**src/rtl/sched_timing_adapter_fifo.sv**
```systemverilog
// Show-ahead FIFO that adapts an upstream Avalon-ST link with nonzero ready
// latency to a zero-latency downstream link. in_ready is issued early enough
// that beats already in flight when it drops always find room. A sticky
// overflow flag records any beat that arrives while the buffer is full.
module sched_timing_adapter_fifo #(
  parameter int DATA_WIDTH       = 2,
  parameter int IN_READY_LATENCY = 0,
  parameter int FIFO_DEPTH       = 8
) (
  input  logic                          clk,
  input  logic                          reset,
  input  logic [DATA_WIDTH-1:0]         in_data,
  input  logic                          in_valid,
  output logic                          in_ready,
  output logic [DATA_WIDTH-1:0]         out_data,
  output logic                          out_valid,
  input  logic                          out_ready,
  input  logic                          clear_overflow,
  output logic                          overflow,
  output logic [$clog2(FIFO_DEPTH):0]   fill_level
);

  localparam int AW = $clog2(FIFO_DEPTH);
  // Highest count at which upstream may still be told ready: the beats it
  // can launch before seeing ready fall must all fit.
  localparam int TH = FIFO_DEPTH - IN_READY_LATENCY - 1;
  localparam logic [AW:0] DEPTH_C = FIFO_DEPTH[AW:0];
  localparam logic [AW:0] TH_C    = TH[AW:0];

  logic [DATA_WIDTH-1:0] mem [FIFO_DEPTH];
  logic [AW-1:0]         wr_ptr, rd_ptr;
  logic [AW:0]           count;
  logic                  full, push, pop, drop;

  assign out_valid  = (count != '0);
  assign full       = (count == DEPTH_C);
  assign pop        = out_valid & out_ready;
  // A full buffer still accepts a beat when an entry leaves in the same cycle.
  assign push       = in_valid & (~full | pop);
  assign drop       = in_valid & full & ~pop;
  assign out_data   = out_valid ? mem[rd_ptr] : '0;
  assign in_ready   = ~reset & (count <= TH_C);
  assign fill_level = count;

  // Payload storage; left uninitialised on reset since count gates the output.
  always_ff @(posedge clk) begin
    if (!reset && push) mem[wr_ptr] <= in_data;
  end

  // Pointers and occupancy; reset wins over any push/pop in the same cycle.
  always_ff @(posedge clk) begin
    if (reset) begin
      wr_ptr <= '0;
      rd_ptr <= '0;
      count  <= '0;
    end else begin
      if (push) wr_ptr <= wr_ptr + 1'b1;
      if (pop)  rd_ptr <= rd_ptr + 1'b1;
      case ({push, pop})
        2'b10:   count <= count + 1'b1;
        2'b01:   count <= count - 1'b1;
        default: count <= count;
      endcase
    end
  end

  // Sticky drop flag; a drop in the clearing cycle keeps it set.
  always_ff @(posedge clk) begin
    if (reset)               overflow <= 1'b0;
    else if (drop)           overflow <= 1'b1;
    else if (clear_overflow) overflow <= 1'b0;
  end

endmodule

```
**config.mk**
```make
export PLATFORM = sky130hd
export DESIGN_NAME = sched_timing_adapter_fifo
export DESIGN_NICKNAME = d
export VERILOG_FILES = /design/src/rtl/sched_timing_adapter_fifo.sv
export SDC_FILE = /design/constraint.sdc
export NUM_CORES = 1
export LEC_CHECK = 0
export CAP_MARGIN = 20
export CORE_AREA = 8 8 59 71
export CTS_CLUSTER_DIAMETER = 50
export CTS_CLUSTER_SIZE = 24
export DETAILED_ROUTE_END_ITERATION = 16
export DIE_AREA = 0 0 67 79
export PLACE_DENSITY = 0.75
export SYNTH_ARGS = -nofsm -noshare
export SYNTH_HDL_FRONTEND = slang
export SYNTH_SLANG_ARGS = --single-unit
```
**constraint.sdc**
```tcl
create_clock -name clk -period 2.7 [get_ports clk]
set_clock_uncertainty 0.15 [all_clocks]
set_input_delay 0.675 -clock clk [delete_from_list [all_inputs] [get_ports clk]]
set_output_delay 0.675 -clock clk [all_outputs]
set_load 0.03 [all_outputs]
```
==> results.ini <==
[pwr]
power_density_mw_per_mm2=1010
ir_drop_v=0.000733
leakage_nw=0.665

[drt]
drt-met1-wl_um=1050
wl_met3_um=167
drt-total-wl_um=2550
drt-initial-drc-count=22
routed-wl-met2_um=1290
routed.top_layer=met4
drc=0
viasPerCell=5.13
wl_per_cell_um=14.6
ant_nets=0
vias=898
first_pass_iters=4

[timing]
hold_viol=0
grt_setup_unrepaired=no
worst_slew_pin_slew_ps=506
slew_violations=0
fin_crit_ps=2600
setup_viol=0
max_freq_mhz=385
finalSetupTns_ps=0
relSlewSlack_pct=66.0
fin_crit_sh_pct=96.3

[synthesis]
yosysUniqueCellTypes=29
synthAdderAreaFrac_pct=4.72
postSynthRegisterBits=30
synth_nets=118
synth_warnings=0
synth_compound_area_share_pct=5.38
synthXorXnorAreaFrac_pct=4.63
ys_seq_area_share_pct=57.4
muxShareOfSynthArea_pct=11.4
syn_area_per_cell_um2=12.5
synth_top_family_by_area=simple AND/OR/NAND/NOR gates
netlist_area_mm2=0.00133
syn_inst=106
synthSimpleGateAreaFrac_pct=14.4

[setup_path]
arrival_ps=1780
startpoint_type=flip-flop
crit_path_end_kind=output port
required_ps=1880
crit_chain=mux4_2, mux2i_1, nor2_1, dlygate4sd2_1
path_max_fanout=4
rr_worst_depth=12
max_stage_delay_ps=510
path_class=flip-flop to output port
crit_slowest_cell=mux4_2

[flow_run]
cap_violations=0

[grt]
grt_pass1_wl_um=4300
grt_pass1_vias=958
track_usage_pct=11.0
grt_max_degree=11
grt-ovfl-total=0
antenna_found_initial=0

[status]
status=finished, final reports clean

[die]
coreArea_mm2=0.00317
dieArea_mm2=0.00529
rows=23
die_h_um=79
fp.dieW_um=67
io_pins=16
start_util_pct=41.9

[clock_tree]
clkLatencyLatePin_ps=280
cts_root_buffer=clkbuf_8
cts_buffers=5
clock_sinks=30
holdBufCountCts=0
clockBufferDepth=2
clkSlewWorstSetupHoldPaths_ps=70
cts_tree=done
htreeDepth=2
cts_setup_buffers=0
cts_resized=4

[final_layout]
layout_common_cells=20 x nor2_1, 16 x edfxtp_1, 13 x buf_4
final_common_cell=nor2_1
antenna_cells=0
layout.nets=149
fillCellCount=281
fin_util_pct=54.2
area_delta_synth_final_pct=29.4
layout-drive-gt1-share_pct=25.4

[place]
routabilityCongestion=0.820
portBuffers=15
hpwl_um=1970

[worst_hold_path]
min-delay-path-class=flip-flop to flip-flop
hold_depth=2

==> cell type report <==
class                           count  area, µm²  share of cell area [%]
Sequential cell                    30        767                    44.7
Multi-Input combinational cell     71        551                    32.1
Timing Repair Buffer               27        234                    13.6
Clock buffer                        5       68.8                    4.01
Tap cell                           37       46.3                    2.70
Clock inverter                      3       40.0                    2.34
Inverter                            2       7.51                   0.438
==> critical path, delay by kind of cell, from the launching register on <==
| kind | cells | cell delay (ps) |
|---|---|---|
| DFF | 1 | 390 |
| muxes | 2 | 690 |
| buffers and inverters | 1 | 350 |
| and+or+nand+nor | 1 | 60 |
==> power by group <==
group,internal [mW],total [mW],switching [mW]
combinational,0.320,0.684,0.364
clock,0.271,0.440,0.169
sequential,0.538,0.615,0.0762
total,1.13,1.74,0.610
==> metal layers <==
layer,vias to the layer above,track usage [%]
li1,446,-
met1,427,11.3
met4,0,4.82
met3,5,5.77
met2,20,18.0
met5,-,0
==> final timing paths <==
check / from / end / slack (ps)
max: flip-flop / out_data[1] / 100
min: rd_ptr[2] / flip-flop / 380
max reg2reg: fill_level[0] / fill_level[2] / 200
min reg2reg: rd_ptr[2] / flip-flop / 380
==> cells in the mapped netlist <==
master	instances	area [µm²]
nor3b_1	1	7.51
nand3_1	1	5.00
inv_2	2	7.51
nand2b_1	2	12.5
mux2_1	1	11.3
buf_6	1	11.3
a32oi_1	1	8.76
nor4b_1	1	8.76
mux4_2	4	90.1
nand3b_1	1	7.51
nor2_4	1	11.3
o21ai_0	2	10.0
edfxtp_1	16	480
clkbuf_1	2	7.51
mux2i_1	5	50.1
nor2b_1	2	12.5
nor2_1	20	75.1
nor4_1	1	6.26
o21ai_4	1	16.3
nor3_1	3	15.0
a21oi_1	3	15.0
nand2_2	1	6.26
dfxtp_1	14	280
o211ai_1	2	15.0
xor2_1	7	61.3
or3_1	2	12.5
o22ai_1	1	6.26
nand2_1	3	11.3
ha_1	5	62.6
==> registers in the layout, indices dropped and copies added (netlist names), named ones only <==
register,count
rd_ptr,3
overflow,1
fill_level,4
mem,16
wr_ptr,3
==> through the flow <==
step	area (µm²)	hold slack, ps	std cells	power [mW]	worst slack, ps
finish	1710	382	175	1.74	100
global route	1710	416	175	1.85	2.28
floorplan	1330	335	106	1.06	15.5
detailed placement	1590	366	167	1.32	-184
global placement	1590	373	167	1.30	-93.4
CTS	1700	389	175	1.74	40.1
==> kinds of logic after synthesis <==
family	count (synthesis)
compound gates	10
xor+xnor	7
fa+ha+maj	5
flops	30
buf+inv	5
simple gates	39
mux	10
Power figures use the tool's default switching activity.
